**config.mk**
```make
export PLATFORM = sky130hd
export DESIGN_NAME = bcd_timer_ctrl_flat
export DESIGN_NICKNAME = d
export VERILOG_FILES = /design/src/rtl/timer_pkg.sv /design/src/rtl/bcd_timer_ctrl_if.sv /design/src/rtl/tick_prescaler.sv /design/src/rtl/bcd_timer_ctrl.sv /design/src/flat_wrapper.sv
export SDC_FILE = /design/constraint.sdc
export NUM_CORES = 1
export LEC_CHECK = 0
export CORE_MARGIN = 4
export CORE_UTILIZATION = 45
export DETAILED_ROUTE_END_ITERATION = 10
export PLACE_DENSITY_LB_ADDON = 0.2
export SLEW_MARGIN = 20
export SYNTH_ARGS = -nofsm -noshare
export SYNTH_HDL_FRONTEND = slang
export SYNTH_SLANG_ARGS = --single-unit
```
**constraint.sdc**
```tcl
create_clock -name clk -period 2.2 [get_ports clk]
set_input_delay 0.44 -clock clk [delete_from_list [all_inputs] [get_ports clk]]
set_output_delay 0.44 -clock clk [all_outputs]
set_load 0.005 [all_outputs]
```
**src/rtl/timer_pkg.sv**
```systemverilog
// Shared encodings and digit constants for the MM:SS BCD timer slice.
package timer_pkg;

    typedef enum logic [1:0] {
        ST_IDLE  = 2'd0,
        ST_RUN   = 2'd1,
        ST_PAUSE = 2'd2,
        ST_DONE  = 2'd3
    } state_e;

    localparam logic DOWN_COUNT = 1'b0;
    localparam logic UP_COUNT   = 1'b1;

    localparam int unsigned DIGIT_W    = 4;
    localparam int unsigned NUM_DIGITS = 4;
    localparam int unsigned DIGITS_W   = DIGIT_W * NUM_DIGITS;

    localparam logic [DIGIT_W-1:0] BCD_MAX  = 4'd9;
    localparam logic [DIGIT_W-1:0] SEC0_MAX = 4'd9;
    localparam logic [DIGIT_W-1:0] SEC1_MAX = 4'd5;
    localparam logic [DIGIT_W-1:0] MIN0_MAX = 4'd9;
    localparam logic [DIGIT_W-1:0] MIN1_MAX = 4'd5;

    typedef struct packed {
        logic [DIGIT_W-1:0] min1;
        logic [DIGIT_W-1:0] min0;
        logic [DIGIT_W-1:0] sec1;
        logic [DIGIT_W-1:0] sec0;
    } digits_t;

    // Per-digit upper limit; up counters wrap to zero, down counters wrap to the limit.
    localparam digits_t DIGIT_LIMIT = digits_t'({MIN1_MAX, MIN0_MAX, SEC1_MAX, SEC0_MAX});
    localparam digits_t UP_WRAP     = digits_t'(DIGITS_W'(0));
    localparam digits_t DOWN_WRAP   = DIGIT_LIMIT;
    localparam digits_t UP_INIT     = digits_t'(DIGITS_W'(0));
    localparam digits_t DOWN_INIT   = DIGIT_LIMIT;

    function automatic digits_t init_digits(input logic mode_sel);
        return (mode_sel == UP_COUNT) ? UP_INIT : DOWN_INIT;
    endfunction

endpackage

```
**src/rtl/bcd_timer_ctrl_if.sv**
```systemverilog
// Button, digit feedback and counter-control bundle between the debouncers/counters and the controller.
interface bcd_timer_ctrl_if;
    import timer_pkg::*;

    logic          start_pause;
    logic          clear;
    logic          mode;
    digits_t       digits;
    logic          mode_select;
    logic          en;
    logic          rst;
    logic [3:0]    increase;
    logic [3:0]    decrease;
    logic          zero;
    logic          top;
    logic          done;
    logic [1:0]    state;

    modport master (
        output start_pause, clear, mode, digits,
        input  mode_select, en, rst, increase, decrease, zero, top, done, state
    );

    modport slave (
        input  start_pause, clear, mode, digits,
        output mode_select, en, rst, increase, decrease, zero, top, done, state
    );

endinterface

```
**src/rtl/tick_prescaler.sv**
```systemverilog
// Divides clk down to a one-cycle registered tick every TICK_DIV cycles of run time.
module tick_prescaler #(
    parameter int unsigned TICK_DIV = 100000000,
    parameter int unsigned PRESC_W  = 27
) (
    input  logic clk,
    input  logic reset,
    input  logic run_i,
    input  logic clr_i,
    output logic tick_o
);

    localparam logic [PRESC_W-1:0] LAST = PRESC_W'(TICK_DIV - 1);

    logic [PRESC_W-1:0] cnt_q, cnt_d;
    logic               tick_q, tick_d;

    // Clear wins over run; holding (neither) preserves the partial period across a pause.
    always_comb begin
        cnt_d  = cnt_q;
        tick_d = 1'b0;
        if (clr_i) begin
            cnt_d = '0;
        end else if (run_i) begin
            if (cnt_q == LAST) begin
                cnt_d  = '0;
                tick_d = 1'b1;
            end else begin
                cnt_d = cnt_q + PRESC_W'(1);
            end
        end
    end

    always_ff @(posedge clk or negedge reset) begin
        if (!reset) begin
            cnt_q  <= '0;
            tick_q <= 1'b0;
        end else begin
            cnt_q  <= cnt_d;
            tick_q <= tick_d;
        end
    end

    assign tick_o = tick_q;

endmodule

```
**src/rtl/bcd_timer_ctrl.sv**
```systemverilog
// Start/pause/clear/mode sequencer producing count enable, reload and carry/borrow strobes
// for four external BCD digit counters forming an MM:SS timer.
module bcd_timer_ctrl
    import timer_pkg::*;
#(
    parameter int unsigned TICK_DIV = 100000000,
    parameter int unsigned PRESC_W  = 27
) (
    input  logic             clk,
    input  logic             reset,
    bcd_timer_ctrl_if.slave  bus
);

    state_e  state_q, state_d;
    logic    mode_q, mode_d;
    logic    rst_q, rst_d;
    logic    en_q, done_q;
    logic    tick;
    logic    zero_c, top_c, terminal_c, fire_c;
    logic [3:0] up_c, down_c;
    digits_t dig_c;

    assign dig_c = bus.digits;

    // Terminal flags come straight from counter feedback regardless of state.
    assign zero_c     = (dig_c == UP_INIT);
    assign top_c      = (dig_c == DIGIT_LIMIT);
    assign terminal_c = (mode_q == UP_COUNT) ? top_c : zero_c;

    // Next-state: clear dominates, then start_pause, then mode.
    always_comb begin
        state_d = state_q;
        mode_d  = mode_q;
        rst_d   = 1'b0;
        if (bus.clear) begin
            state_d = ST_IDLE;
            rst_d   = 1'b1;
        end else begin
            case (state_q)
                ST_IDLE: begin
                    if (bus.start_pause) begin
                        state_d = ST_RUN;
                    end else if (bus.mode) begin
                        mode_d = ~mode_q;
                        rst_d  = 1'b1;
                    end
                end
                ST_RUN: begin
                    if (bus.start_pause) begin
                        state_d = ST_PAUSE;
                    end else if (terminal_c) begin
                        state_d = ST_DONE;
                    end
                end
                ST_PAUSE: begin
                    if (bus.start_pause) begin
                        state_d = ST_RUN;
                    end
                end
                ST_DONE: begin
                    if (bus.mode) begin
                        mode_d  = ~mode_q;
                        rst_d   = 1'b1;
                        state_d = ST_IDLE;
                    end
                end
                default: state_d = ST_IDLE;
            endcase
        end
    end

    always_ff @(posedge clk or negedge reset) begin
        if (!reset) begin
            state_q <= ST_IDLE;
            mode_q  <= DOWN_COUNT;
            rst_q   <= 1'b0;
            en_q    <= 1'b0;
            done_q  <= 1'b0;
        end else begin
            state_q <= state_d;
            mode_q  <= mode_d;
            rst_q   <= rst_d;
            en_q    <= (state_d == ST_RUN);
            done_q  <= (state_d == ST_DONE);
        end
    end

    tick_prescaler #(
        .TICK_DIV (TICK_DIV),
        .PRESC_W  (PRESC_W)
    ) u_presc (
        .clk    (clk),
        .reset  (reset),
        .run_i  (state_q == ST_RUN),
        .clr_i  ((state_q == ST_IDLE) || (state_q == ST_DONE)),
        .tick_o (tick)
    );

    // Ripple carry/borrow chains; the terminal gate keeps the counters from wrapping past the end.
    assign fire_c = tick && (state_q == ST_RUN) && !terminal_c;

    assign up_c = {
        (dig_c.sec0 == SEC0_MAX) && (dig_c.sec1 == SEC1_MAX) && (dig_c.min0 == MIN0_MAX),
        (dig_c.sec0 == SEC0_MAX) && (dig_c.sec1 == SEC1_MAX),
        (dig_c.sec0 == SEC0_MAX),
        1'b1
    };

    assign down_c = {
        (dig_c.sec0 == 4'd0) && (dig_c.sec1 == 4'd0) && (dig_c.min0 == 4'd0),
        (dig_c.sec0 == 4'd0) && (dig_c.sec1 == 4'd0),
        (dig_c.sec0 == 4'd0),
        1'b1
    };

    assign bus.increase    = (fire_c && (mode_q == UP_COUNT))   ? up_c   : 4'b0000;
    assign bus.decrease    = (fire_c && (mode_q == DOWN_COUNT)) ? down_c : 4'b0000;
    assign bus.zero        = zero_c;
    assign bus.top         = top_c;
    assign bus.mode_select = mode_q;
    assign bus.en          = en_q;
    assign bus.rst         = rst_q;
    assign bus.done        = done_q;
    assign bus.state       = 2'(state_q);

endmodule

```
**src/flat_wrapper.sv**
```systemverilog
// flat-port wrapper written by rule: the top's interface ports become plain ports
module bcd_timer_ctrl_flat import timer_pkg::*;
#(
    parameter int unsigned TICK_DIV = 100000000,
    parameter int unsigned PRESC_W  = 27
)
  (clk, reset, bus_start_pause, bus_clear, bus_mode, bus_digits, bus_mode_select, bus_en, bus_rst, bus_increase, bus_decrease, bus_zero, bus_top, bus_done, bus_state);
  bcd_timer_ctrl_if bus_i ();
  input  logic clk;
  input  logic reset;
  input wire logic [$bits(bus_i.start_pause)-1:0] bus_start_pause;
  input wire logic [$bits(bus_i.clear)-1:0] bus_clear;
  input wire logic [$bits(bus_i.mode)-1:0] bus_mode;
  input wire logic [$bits(bus_i.digits)-1:0] bus_digits;
  output wire logic [$bits(bus_i.mode_select)-1:0] bus_mode_select;
  output wire logic [$bits(bus_i.en)-1:0] bus_en;
  output wire logic [$bits(bus_i.rst)-1:0] bus_rst;
  output wire logic [$bits(bus_i.increase)-1:0] bus_increase;
  output wire logic [$bits(bus_i.decrease)-1:0] bus_decrease;
  output wire logic [$bits(bus_i.zero)-1:0] bus_zero;
  output wire logic [$bits(bus_i.top)-1:0] bus_top;
  output wire logic [$bits(bus_i.done)-1:0] bus_done;
  output wire logic [$bits(bus_i.state)-1:0] bus_state;
  assign bus_i.start_pause = bus_start_pause;
  assign bus_i.clear = bus_clear;
  assign bus_i.mode = bus_mode;
  assign bus_i.digits = bus_digits;
  assign bus_mode_select = bus_i.mode_select;
  assign bus_en = bus_i.en;
  assign bus_rst = bus_i.rst;
  assign bus_increase = bus_i.increase;
  assign bus_decrease = bus_i.decrease;
  assign bus_zero = bus_i.zero;
  assign bus_top = bus_i.top;
  assign bus_done = bus_i.done;
  assign bus_state = bus_i.state;
  bcd_timer_ctrl #(.TICK_DIV(TICK_DIV), .PRESC_W(PRESC_W)) u_core (.clk(clk), .reset(reset), .bus(bus_i));
endmodule
```
==> results.json <==
{
  "drv_cap": 0,
  "grt_overflow_total": 0,
  "cp.required_ps": 1760,
  "synth_edf_count": 0,
  "seq_power_share_pct": 36.0,
  "power.share.clock_pct": 24.6,
  "place_congestion": 0.847,
  "routedWlPerCell_um": 15.5,
  "status": "finished with violations",
  "ctsLongestPathBuffers": 2,
  "dpl.cell_count": 355,
  "rsz0062_at_grt": "yes",
  "ys_types": 53,
  "clk_latency_ps": 280,
  "antenna_found_initial": 0,
  "die_area_um2": 6090,
  "synthArstFlopShare_pct": 100,
  "die_y_um": 78.0,
  "crit_chain": "buf_6 -> or4_4 -> buf_6 -> nor4_4 -> or4_4 -> buf_6 -> nor3_2 -> buf_2",
  "die_w_um": 78.0,
  "dp_hpwl_um": 4030,
  "grt_max_degree": 35,
  "yosysSeqAreaShare_pct": 38.5,
  "cts_sinks": 34,
  "critPathLaunchType": "input port",
  "hold_violations": 0,
  "synthTopCellsByArea": "dfrtp_1 (39%), a22oi_1 (4.4%), ha_1 (4.0%)",
  "p_leak_nw": 1.27,
  "fp-row-count": 25,
  "final_cell_mix": "buf_4 (33), dfrtp_1 (33), nand2_1 (17)",
  "internal_power_w": 0.00128,
  "clk_pin_slew_ps": 70,
  "ant_nets": 0,
  "utilization_pct": 64.1,
  "grt_use_total_pct": 19.5,
  "preCtsSetupSlack_ps": -896,
  "cellPowerDensity_nw_per_um2": 651,
  "setup_ws_ps": -125,
  "fin_crit_sh_pct": 106,
  "drcViolationCount": 0,
  "synth_fp_nets": 260,
  "areaGrowthSynthToFinish_pct": 37.1,
  "core_um2": 4720,
  "syn_area_per_cell_um2": 9.51,
  "root_buffer": "clkbuf_8",
  "vdd_drop_max_v": 0.000377,
  "ioPinCount": 37,
  "cp_slowest_cell": "or4_4",
  "synth_top_area_share_pct": 38.5,
  "fin_nets": 329,
  "nFillCells": 386,
  "multi_input_area_um2": 1370,
  "drv_slew": 0,
  "netlist_area_um2": 2210,
  "slew_headroom_pct": 70.4,
  "netlist.top_cell.by_area": "dfrtp_1",
  "drive_gt1_share_pct": 33.4,
  "numPortBuffers": 36,
  "critical_path_class": "in2out",
  "drtPass1Iterations": 4,
  "comb_power_share_pct": 39.4,
  "holdWs_ps": 520,
  "diodes": 0,
  "p_sw_share_pct": 34.9,
  "end_kind": "output port",
  "cp_max_fo": 2,
  "cp.arrival_ps": 1880,
  "cts_made_buffers": 5,
  "fin_skew_ps": 10.3,
  "worst_pin_slew_ps": 444,
  "fmax_ghz": 0.430,
  "cts_tree": "yes",
  "synth_cells": 232,
  "cp_slowest_stage_delay_ps": 540,
  "final_cells": 369,
  "p_sw_w": 0.000687,
  "placed_cell_area_um2": 2820,
  "layout.area.seq_um2": 852,
  "ys_ff_latch": 34,
  "r2r_slack_ps": 110,
  "routed_wl_um": 5710,
  "viasPerCell": 5.69,
  "initial_core_util_pct": 46.7,
  "post-route-cell-area_um2": 3030,
  "period_minus_slack_ps": 2320,
  "ys_warn_count": 0,
  "grt_pass1_wl_um": 9780,
  "cts_hold_buf": 0,
  "violations": "negative setup slack",
  "synthFlopType": "dfrtp_1",
  "setup-violations-final": 5,
  "htreeDepth": 2,
  "crit_top_cell": "buf_6",
  "hold_path_class": "reg2reg",
  "first_global_vias": 2044,
  "num_vias": 2101,
  "first_iter_violations": 129
}
==> state kept, by name (all words and copies together), names as in the netlist <==
signal                  flops
u_core.bus.en               1
u_core.bus.state            2
u_core.bus.mode_select      1
u_core.bus.rst              1
u_core.u_presc.tick_o       1
u_core.u_presc.cnt_q       27
u_core.bus.done             1
==> timing repair <==
item / 4_1_cts / 5_1_grt
pin swaps: 13 / 10
buffers inserted: 5 / 1
setup endpoints to repair: 11 / 18
gates resized for setup: 78 / 22
==> power groups by stage <==
stage / registers (W) / clock network, W / logic (W)
after floorplan: 0.000722 / 0 / 0.000423
after global placement: 0.000714 / 0 / 0.000749
after detailed placement: 0.000716 / 0 / 0.000751
after CTS: 0.000705 / 0.000494 / 0.000760
after global routing: 0.000719 / 0.000525 / 0.000858
final: 0.000710 / 0.000485 / 0.000775
==> final timing paths <==
check / start / endpoint / cells past startpoint
worst max-delay path: bus_digits[2] / bus_decrease[3] / 8
worst min-delay path: u_core.u_presc.cnt_q[1] / u_core.u_presc.cnt_q[1] / 2
worst max register to register: u_core.bus.state[1] / u_core.u_presc.cnt_q[26] / 6
worst min register to register: u_core.u_presc.cnt_q[1] / u_core.u_presc.cnt_q[1] / 2
max in group asynchronous: reset / u_core.bus.state[0] / 2
min in group asynchronous: reset / u_core.u_presc.cnt_q[0] / 2
==> worst max-delay path, delay by kind of cell <==
kind          cells  cell delay [ps]
buf+inv           4              430
simple gates      4             1010
==> layer usage <==
metal	part of all wire, %	global-route usage [%]	routed length (um)
met1	47	25.8	2660
met2	49	32.5	2780
met5	0	0	0
met4	0.93	5.59	53
met3	3.7	3.56	212
==> cell usage after synthesis, drive strengths merged (2+ instances only) <==
cell	instances
a211oi	3
o31ai	7
o211ai	3
nor4bb	5
mux2	2
nor4	4
nand4	10
o21ai	14
and2	3
buf	4
xnor2	2
or3	12
ha	7
a22oi	14
and3	7
and4	3
inv	7
nor2	3
dfrtp	34
nor3	3
nand3	15
or2	2
a21oi	9
clkbuf	6
nand2	18
xor2	4
or4	15
nor2b	3
==> through the flow <==
stage          setup TNS (ps)  power [W]
4_1_cts                  -882    0.00196
2_1_floorplan               0    0.00114
6_report                 -362    0.00197
5_1_grt                  -555    0.00210
3_3_place_gp            -6750    0.00146
3_5_place_dp            -6990    0.00147
==> cells by family (layout without fill, tap and decap cells) <==
group,Yosys count,count (layout),share of synthesized area (%)
simple gates,107,107,31.9
compound gates,58,58,17.9
flops,34,34,38.5
buf+inv,17,87,3.85
fa+ha+maj,7,7,3.97
xor+xnor,6,6,2.38
mux,3,3,1.47
==> layout make-up <==
| cell class | count | share of cell area (%) |
|---|---|---|
| multi-input cells | 181 | 45.4 |
| flip-flops and latches | 34 | 28.2 |
| repair buffers | 72 | 19.8 |
| clock buffers | 7 | 2.85 |
| well taps | 67 | 2.77 |
| inverters | 7 | 0.868 |
| clock inverters | 1 | 0.165 |
Note: power is estimated with default switching activity, not from simulation.
